**src/rtl/mux_scan_pkg.sv**
```systemverilog
// mux_scan_pkg: shared state type, mode constants and channel-walk helper for mux_scan_nx1
package mux_scan_pkg;

    typedef enum logic [1:0] {IDLE, CAPTURE, PRESENT} state_t;

    localparam logic MODE_MANUAL = 1'b0;
    localparam logic MODE_SCAN   = 1'b1;

    localparam int MAX_CH    = 64;
    localparam int MAX_SEL_W = 6;

    typedef struct packed {
        logic                 found;
        logic [MAX_SEL_W-1:0] idx;
    } next_t;

    // lowest set bit strictly above cur; cur = -1 gives the lowest set bit overall
    function automatic next_t next_ch(input logic [MAX_CH-1:0] mask, input int cur);
        next_t r;
        r = '0;
        for (int i = MAX_CH - 1; i >= 0; i--)
            if (i > cur && mask[i]) r = '{found: 1'b1, idx: MAX_SEL_W'(i)};
        return r;
    endfunction

endpackage

```
**src/rtl/mux_nx1.sv**
```systemverilog
// mux_nx1: combinational N:1 selector of WIDTH-bit channels, zero for out-of-range select
module mux_nx1 #(
    parameter int NUM_CH = 8,
    parameter int WIDTH  = 1,
    localparam int SEL_W = $clog2(NUM_CH)
) (
    input  logic [NUM_CH*WIDTH-1:0] in_data,
    input  logic [SEL_W-1:0]        sel,
    output logic [WIDTH-1:0]        out
);

    always_comb begin
        out = '0;
        for (int i = 0; i < NUM_CH; i++)
            if (int'(sel) == i) out = in_data[i*WIDTH +: WIDTH];
    end

endmodule

```
**src/rtl/mux_scan_nx1.sv**
```systemverilog
// mux_scan_nx1: registered N:1 mux with manual select and masked ascending channel scan behind valid/ready
module mux_scan_nx1 import mux_scan_pkg::*; #(
    parameter int NUM_CH = 8,
    parameter int WIDTH  = 1,
    localparam int SEL_W = $clog2(NUM_CH)
) (
    input  logic                    clk,
    input  logic                    rst,
    input  logic [NUM_CH*WIDTH-1:0] in_data,
    input  logic [SEL_W-1:0]        sel,
    input  logic                    mode,
    input  logic [NUM_CH-1:0]       ch_mask,
    input  logic                    start,
    output logic [WIDTH-1:0]        out_data,
    output logic [SEL_W-1:0]        out_ch,
    output logic                    out_valid,
    input  logic                    out_ready,
    output logic                    busy,
    output logic                    done
);

    state_t            state, state_n;
    logic              mode_q;
    logic [NUM_CH-1:0] mask_q;
    logic [SEL_W-1:0]  cur, cur_n;
    logic              done_n, load;
    next_t             first, nxt;
    logic [WIDTH-1:0]  mux_out;

    mux_nx1 #(.NUM_CH(NUM_CH), .WIDTH(WIDTH)) u_mux (
        .in_data(in_data),
        .sel    (cur),
        .out    (mux_out)
    );

    assign busy = state != IDLE;

    always_comb begin
        state_n = state;
        cur_n   = cur;
        done_n  = 1'b0;
        load    = 1'b0;
        first   = next_ch(MAX_CH'(ch_mask), -1);
        nxt     = next_ch(MAX_CH'(mask_q), int'(cur));
        case (state)
            IDLE: if (start) begin
                load = 1'b1;
                if (mode == MODE_MANUAL) begin
                    cur_n   = sel;
                    state_n = CAPTURE;
                end else if (first.found) begin
                    cur_n   = SEL_W'(first.idx);
                    state_n = CAPTURE;
                end else begin
                    done_n = 1'b1;
                end
            end
            CAPTURE: state_n = PRESENT;
            PRESENT: if (out_valid && out_ready) begin
                if (mode_q == MODE_SCAN && nxt.found) begin
                    cur_n   = SEL_W'(nxt.idx);
                    state_n = CAPTURE;
                end else begin
                    done_n  = 1'b1;
                    state_n = IDLE;
                end
            end
            default: state_n = IDLE;
        endcase
    end

    always_ff @(posedge clk or posedge rst) begin
        if (rst) begin
            state     <= IDLE;
            cur       <= '0;
            mode_q    <= MODE_MANUAL;
            mask_q    <= '0;
            done      <= 1'b0;
            out_data  <= '0;
            out_ch    <= '0;
            out_valid <= 1'b0;
        end else begin
            state <= state_n;
            cur   <= cur_n;
            done  <= done_n;
            if (load) begin
                mode_q <= mode;
                mask_q <= ch_mask;
            end
            if (state == CAPTURE) begin
                out_data  <= mux_out;
                out_ch    <= cur;
                out_valid <= 1'b1;
            end else if (state == PRESENT && out_ready) begin
                out_valid <= 1'b0;
            end
        end
    end

endmodule

```
**config.mk**
```make
export PLATFORM = sky130hd
export DESIGN_NAME = mux_scan_nx1
export DESIGN_NICKNAME = d
export VERILOG_FILES = /design/src/rtl/mux_scan_pkg.sv /design/src/rtl/mux_nx1.sv /design/src/rtl/mux_scan_nx1.sv
export SDC_FILE = /design/constraint.sdc
export NUM_CORES = 1
export LEC_CHECK = 0
export ABC_AREA = 1
export CAP_MARGIN = 30
export CORE_MARGIN = 5
export CORE_UTILIZATION = 46
export CTS_CLUSTER_SIZE = 14
export DETAILED_ROUTE_END_ITERATION = 6
export MAX_ROUTING_LAYER = met4
export PLACE_DENSITY = 0.78
export SKIP_CTS_REPAIR_TIMING = 1
export SYNTH_ARGS = -nofsm -noshare
export SYNTH_HDL_FRONTEND = slang
export SYNTH_SLANG_ARGS = --single-unit
```
**constraint.sdc**
```tcl
create_clock -name clk -period 1.43 [get_ports clk]
set_input_delay 0.429 -clock clk [delete_from_list [all_inputs] [get_ports clk]]
set_output_delay 0.429 -clock clk [all_outputs]
set_load 0.005 [all_outputs]
```
==> results.txt, run 1 <==
Status: finished, violations left
Core area: 2210 um2
Port buffer count: 30
Static leakage: 1.00 nW
Worst setup margin: -0.00236 ns
Synth warn: 0
Cells along the critical path: nor2_2, inv_2, clkbuf_2
DRC errors left: 0
R2r worst-path depth: 11
Starting Density: 0.485
Routing usage on met1: 0.195
Synth Net Count: 185
Final Hold Fails: 0
Vias/cell: 4.91
Worst-skew pair later-pin latency: 0.29 ns
First-pass GRT wire length: 4570 um
Startpoint types: register
Slew @ Worst Pin: 0.299 ns
Slowest-stage cell, CP: dfrtp_1
NumNets Final: 242
Minimum clock period: 1.43 ns
Detail Placement HPWL: 2240 um
Layout Skew: 0.00560 ns
Critical path required time: 1.00 ns
Boundary Pins: 31
Initial antenna violation count: 0
DRT Pass-1 Iters: 4
Total GRT Usage: 0.180
Most common cell after layout, fill and taps aside: nand2_1
Total Wirelength: 3050 um
Max_cap viols: 0
Met3 usage: 0.0267
Worst ir drop on vdd: 1.36 mV
Initial drt markers: 28
Synth unique cells: 17
Mapped Area: 1070 um2
Share of cells above drive strength 1: 0.309
Relative slew slack: 0.800
Violated checks: setup timing
Hold Path Origin: ch_mask[6]
Cell count after synthesis: 161
WHS Path Cells: 3
Layout fillers: 157
Most frequent cells in the layout: nand2_1 (54), buf_4 (23), dfrtp_1 (17), clkdlybuf4s50_1 (17)
Worst-case clock buffer depth: 2
Worst-path fanout max: 3
Chip width: 58.3 um
Crit path DAT: 1.00 ns
Top Usage Layer GRT: met2
GRT overflow: 0
Final-report setup violation count: 1
Vias in the first global route: 1,116
TritonCTS buffer count: 3
Seq/Total Area, Yosys: 0.443
Die H: 58.3 um
H-tree depth: 1
RSZ-0062 raised after global routing: true
RR Startpoint: cur[2]$_DFFE_PP0P_
Row cnt: 17
CP startpoint: state[0]$_DFFE_PP0P_
Flops & latches, synth: 19
Final Core Density: 0.797
Die area: 3400 um2
Reg clk slew, reported paths: 0.11 ns
Slew Limit Fails: 0
PD cells: 1740 nW/um2
GP Congestion: 0.862
Crit path largest cell delay: 0.40 ns
Capturing element type of the critical path: primary output
CTS Sinks: 19
CTS tree: done
Fmax: 0.698 GHz
Syn_area_per_cell: 6.66 um2
Multi-input gate area: 634 um2
Largest net degree at the start of global routing: 20
Final period utilization: 1.00
Root Driver: clkbuf_4
Class of the worst hold path: in -> reg
Layout area overhead: 64.4%
Antenna cells: 0
Post-DRT Antenna Nets: 0
Reg area: 478 um2
Final hold slack: 0.442 ns
Setup CP Type: reg -> out
Met2 Use GR: 0.325
Wire per inst: 12.4 um
Detailed-route via count: 1,203
Setup TNS: -0.00236 ns
metal layers:
metal  up-vias  part of all wire
met2        37              0.51
met3         4             0.048
li1        616                 -
met5         -                 0
met4         0             0.016
met1       546              0.42
cells by family (layout without fill, tap and decap cells):
| family | count (synthesis) | in the layout | synth area share |
|---|---|---|---|
| DFF | 19 | 19 | 0.443 |
| AOI/OAI and AO/OA | 21 | 21 | 0.103 |
| buffers and inverters | 23 | 79 | 0.0817 |
| and+or+nand+nor | 98 | 98 | 0.372 |
critical path: cells and delay by family (launching register included):
kind | cells | cell delay, ns
buffers and inverters | 2 | 0.18
DFF | 1 | 0.40
and+or+nand+nor | 1 | 0.13
sequential cells by signal, summed over array words and instances, names as in the netlist:
register / cells
mode_q: 1
mask_q: 7
cur: 3
done: 1
out_valid: 1
out_data: 1
out_ch: 3
state: 2
final timing paths:
path	slack, ns	to
max reg2reg	0.02	cur[2]$_DFFE_PP0P_
min reg2reg	0.50	out_ch[2]$_DFFE_PP0P_
max in group asynchronous	0.77	cur[1]$_DFFE_PP0P_
min in group asynchronous	0.45	out_valid$_DFFE_PP0P_
max	-0.002	busy
min	0.44	mask_q[6]$_DFFE_PP0P_
synthesized netlist by cell type:
master | instances | area [um2]
nand3b_1 | 1 | 7.51
a31oi_1 | 2 | 12.5
a21oi_1 | 2 | 10.0
nand2_1 | 66 | 248
o31ai_1 | 1 | 7.51
buf_2 | 1 | 5.00
dfrtp_1 | 19 | 475
nor2_1 | 14 | 52.6
inv_2 | 1 | 3.75
clkbuf_1 | 1 | 3.75
nand4_1 | 1 | 6.26
o21ai_0 | 16 | 80.1
nand3_1 | 11 | 55.1
inv_1 | 20 | 75.1
nand2_2 | 3 | 18.8
nor3_1 | 1 | 5.00
nor2_2 | 1 | 6.26
cell type report:
type	instances	share of cell area
clock buffer	3	0.0128
clock inverter	1	0.00284
inverter	21	0.0447
multi-input combinational	119	0.360
sequential	19	0.271
tap	28	0.0199
timing repair buffer	54	0.289
power breakdown:
group          internal (mW)  leakage (nW)  switching, mW  total, mW
registers              0.779         0.234          0.237       1.02
logic                  0.827         0.752          0.955       1.78
clock network          0.104        0.0177          0.166      0.270
per-stage QoR:
step	cell area, um2	power (mW)	std cells	setup slack [ns]
floorplan	1070	1.74	161	0.123
global placement	1530	2.33	235	-0.371
detailed placement	1530	2.40	235	-0.438
CTS	1560	2.67	239	-0.393
global route	1760	3.32	245	-0.0952
finish	1760	3.07	245	-0.00236
Power figures use the tool's default switching activity.
==> run 2: changes to the inputs <==
--- a/config.mk
+++ b/config.mk
@@ -9,11 +9,13 @@
 export CAP_MARGIN = 30
 export CORE_MARGIN = 5
 export CORE_UTILIZATION = 46
+export CTS_CLUSTER_DIAMETER = 200
 export CTS_CLUSTER_SIZE = 14
 export DETAILED_ROUTE_END_ITERATION = 6
 export MAX_ROUTING_LAYER = met4
 export PLACE_DENSITY = 0.78
 export SKIP_CTS_REPAIR_TIMING = 1
+export SLEW_MARGIN = 10
 export SYNTH_ARGS = -nofsm -noshare
 export SYNTH_HDL_FRONTEND = slang
 export SYNTH_SLANG_ARGS = --single-unit
==> results of run 2 <==
The final DEF is identical to that of run 1; final timing and power are the same.
==> run 3: changes to the inputs <==
--- a/config.mk
+++ b/config.mk
@@ -19,3 +19,4 @@
 export SYNTH_ARGS = -nofsm -noshare
 export SYNTH_HDL_FRONTEND = slang
 export SYNTH_SLANG_ARGS = --single-unit
+export TNS_END_PERCENT = 20
==> run 3 against run 2 <==
  * The flow still finishes with violations (setup timing)
  * Non-clock buffer count shrank 2
  * Core utilization down 0.68 points
  * Sequential cell count is the same
  * Combinational power about the same
  * Largest cell class unchanged
==> results.txt, run 3 (same netlist as run 1, synthesis figures left out) <==
GP Congestion: 0.862 (unchanged)
Setup CP Type: reg -> out (unchanged)
Largest regs: mask_q (7), cur (3), out_ch (3) (unchanged)
Core area: 2210 um2 (unchanged)
Worst-skew pair later-pin latency: 0.29 ns (about the same)
Final-report setup violation count: 1 (unchanged)
Startpoint types: register (unchanged)
Max_cap viols: 0 (unchanged)
Detailed-route via count: 1,203 (unchanged)
Largest register FFs: 7 (unchanged)
Worst-path fanout max: 3 (unchanged)
Boundary Pins: 31 (unchanged)
Initial antenna violation count: 0 (unchanged)
Most common cell after layout, fill and taps aside: nand2_1 (unchanged)
Share of cells above drive strength 1: 0.302 (was 0.309)
Static leakage: 0.994 nW (was 1.00 nW)
Critical path required time: 1.00 ns (about the same)
GRT overflow: 0 (unchanged)
Worst-case clock buffer depth: 2 (unchanged)
Placed cell areas: 1530 um2 (unchanged)
NumNets Final: 240 (was 242)
R2r endpoint: cur[2]$_DFFE_PP0P_ (unchanged)
Met2 WL post-DR: 1560 um (about the same)
RSZ-0062 raised after global routing: true (unchanged)
Worst ir drop on vdd: 1.34 mV (was 1.36 mV)
Largest net degree at the start of global routing: 20 (unchanged)
Capturing element type of the critical path: primary output (unchanged)
M1 WL: 1290 um (was 1280 um)
R2R Setup Slk: 0.03 ns (was 0.02 ns)
Relative slew slack: 0.801 (was 0.800)
Initial drt markers: 21 (was 28)
TritonCTS buffer count: 3 (unchanged)
Layout area overhead: 63.0% (was 64.4%)
Slew Limit Fails: 0 (unchanged)
Layout Skew: 0.00460 ns (was 0.00560 ns)
Total Wirelength: 3040 um (was 3050 um)
Row cnt: 17 (unchanged)
Antenna cells: 0 (unchanged)
Register with the most flip-flops: mask_q (unchanged)
Reg clk slew, reported paths: 0.11 ns (about the same)
Final Hold Fails: 0 (unchanged)
Finished Layout Cells: 243 (was 245)
Fmax: 0.698 GHz (about the same)
Setup TNS: -0.00259 ns (was -0.00236 ns)
Setup WS pre-CTS: -0.438 ns (unchanged)
Slew @ Worst Pin: 0.297 ns (was 0.299 ns)
Port buffer count: 30 (unchanged)
Worst setup margin: -0.00259 ns (was -0.00236 ns)
Crit path largest cell delay: 0.40 ns (about the same)
Violated checks: setup timing (unchanged)
Wire per inst: 12.5 um (was 12.4 um)
Root Driver: clkbuf_4 (unchanged)
Die H: 58.3 um (unchanged)
H-tree depth: 1 (unchanged)
DRC errors left: 0 (unchanged)
Chip width: 58.3 um (unchanged)
Starting Density: 0.485 (unchanged)
First-pass GRT wire length: 4570 um (unchanged)
Minimum clock period: 1.43 ns (about the same)
Top routing layer in use: met4 (unchanged)
Placed Cells: 235 (unchanged)
Final period utilization: 1.00 (about the same)
Cells along the critical path: nor2_2, inv_2, clkbuf_2 (unchanged)
PD cells: 1740 nW/um2 (about the same)
Total GRT Usage: 0.180 (unchanged)
Layout fillers: 160 (was 157)
Total power: 3.04 mW (was 3.07 mW)
Detail Placement HPWL: 2240 um (unchanged)
Post-DRT Antenna Nets: 0 (unchanged)
Most frequent cells in the layout: nand2_1 (54), buf_4 (21), dfrtp_1 (17), clkdlybuf4s50_1 (17) (was nand2_1 (54), buf_4 (23), dfrtp_1 (17), clkdlybuf4s50_1 (17))
CTS Sinks: 19 (unchanged)
Class of the worst hold path: in -> reg (unchanged)
DRT Pass-1 Iters: 4 (unchanged)
Met3 Routed Length: 138 um (was 145 um)
Crit path DAT: 1.00 ns (about the same)
Slowest-stage cell, CP: dfrtp_1 (unchanged)
Vias in the first global route: 1,116 (unchanged)
Status: finished, violations left (unchanged)
R2r worst-path depth: 11 (unchanged)
CP startpoint: state[0]$_DFFE_PP0P_ (unchanged)
WHS Path Cells: 3 (unchanged)
Vias/cell: 4.95 (was 4.91)
Design area: 1750 um2 (was 1760 um2)
Worst setup path end: busy (unchanged)
Die area: 3400 um2 (unchanged)
RR Startpoint: cur[2]$_DFFE_PP0P_ (unchanged)
CTS tree: done (unchanged)
run 3: cell types whose count changed in the layout (fill, tap and decap cells not counted):
cell | before | now
buf_4 | 23 | 21
run 3: report_power, final:
| part | internal, mW | switching (mW) | total, mW |
|---|---|---|---|
| sequential | 0.779 | 0.238 | 1.02 |
| clock | 0.104 | 0.166 | 0.270 |
| combinational | 0.803 | 0.951 | 1.75 |
run 3: per-layer routing:
metal	vias to the layer above	global-route usage
met3	4	0.0267
met2	33	0.325
met1	555	0.195
met5	-	-
met4	0	0.0695
li1	611	-
run 3: worst max-delay path, delay by kind of cell, from the launching register on:
family / cells / cell delay (ns)
buffers and inverters: 2 / 0.18
AND/OR/NAND/NOR: 1 / 0.13
flip-flops: 1 / 0.40
run 3: worst min path at each step:
| stage | start | to |
|---|---|---|
| 2_1_floorplan | rst | cur[0]$_DFFE_PP0P_ |
| 3_3_place_gp | out_ch[1]$_DFFE_PP0P_ | out_ch[1]$_DFFE_PP0P_ |
| 3_5_place_dp | out_ch[1]$_DFFE_PP0P_ | out_ch[1]$_DFFE_PP0P_ |
| 4_1_cts | rst | out_valid$_DFFE_PP0P_ |
| 5_1_grt | ch_mask[6] | mask_q[6]$_DFFE_PP0P_ |
| 6_report | ch_mask[6] | mask_q[6]$_DFFE_PP0P_ |
run 3: cell type report:
class / count / area, um2 / share of cell area
multi-input cells: 119 / 634 / 0.363
repair buffers: 52 / 494 / 0.283
flip-flops and latches: 19 / 478 / 0.273
inverters: 21 / 78.8 / 0.0451
well taps: 28 / 35.0 / 0.0200
clock buffers: 3 / 22.5 / 0.0129
clock inverters: 1 / 5.00 / 0.00286
run 3: through the flow:
stage               utilization  hold WS [ns]
floorplan                     -         0.380
global placement          0.693         0.464
detailed placement        0.693         0.474
CTS                       0.706         0.460
global route              0.790         0.455
finish                    0.790         0.442
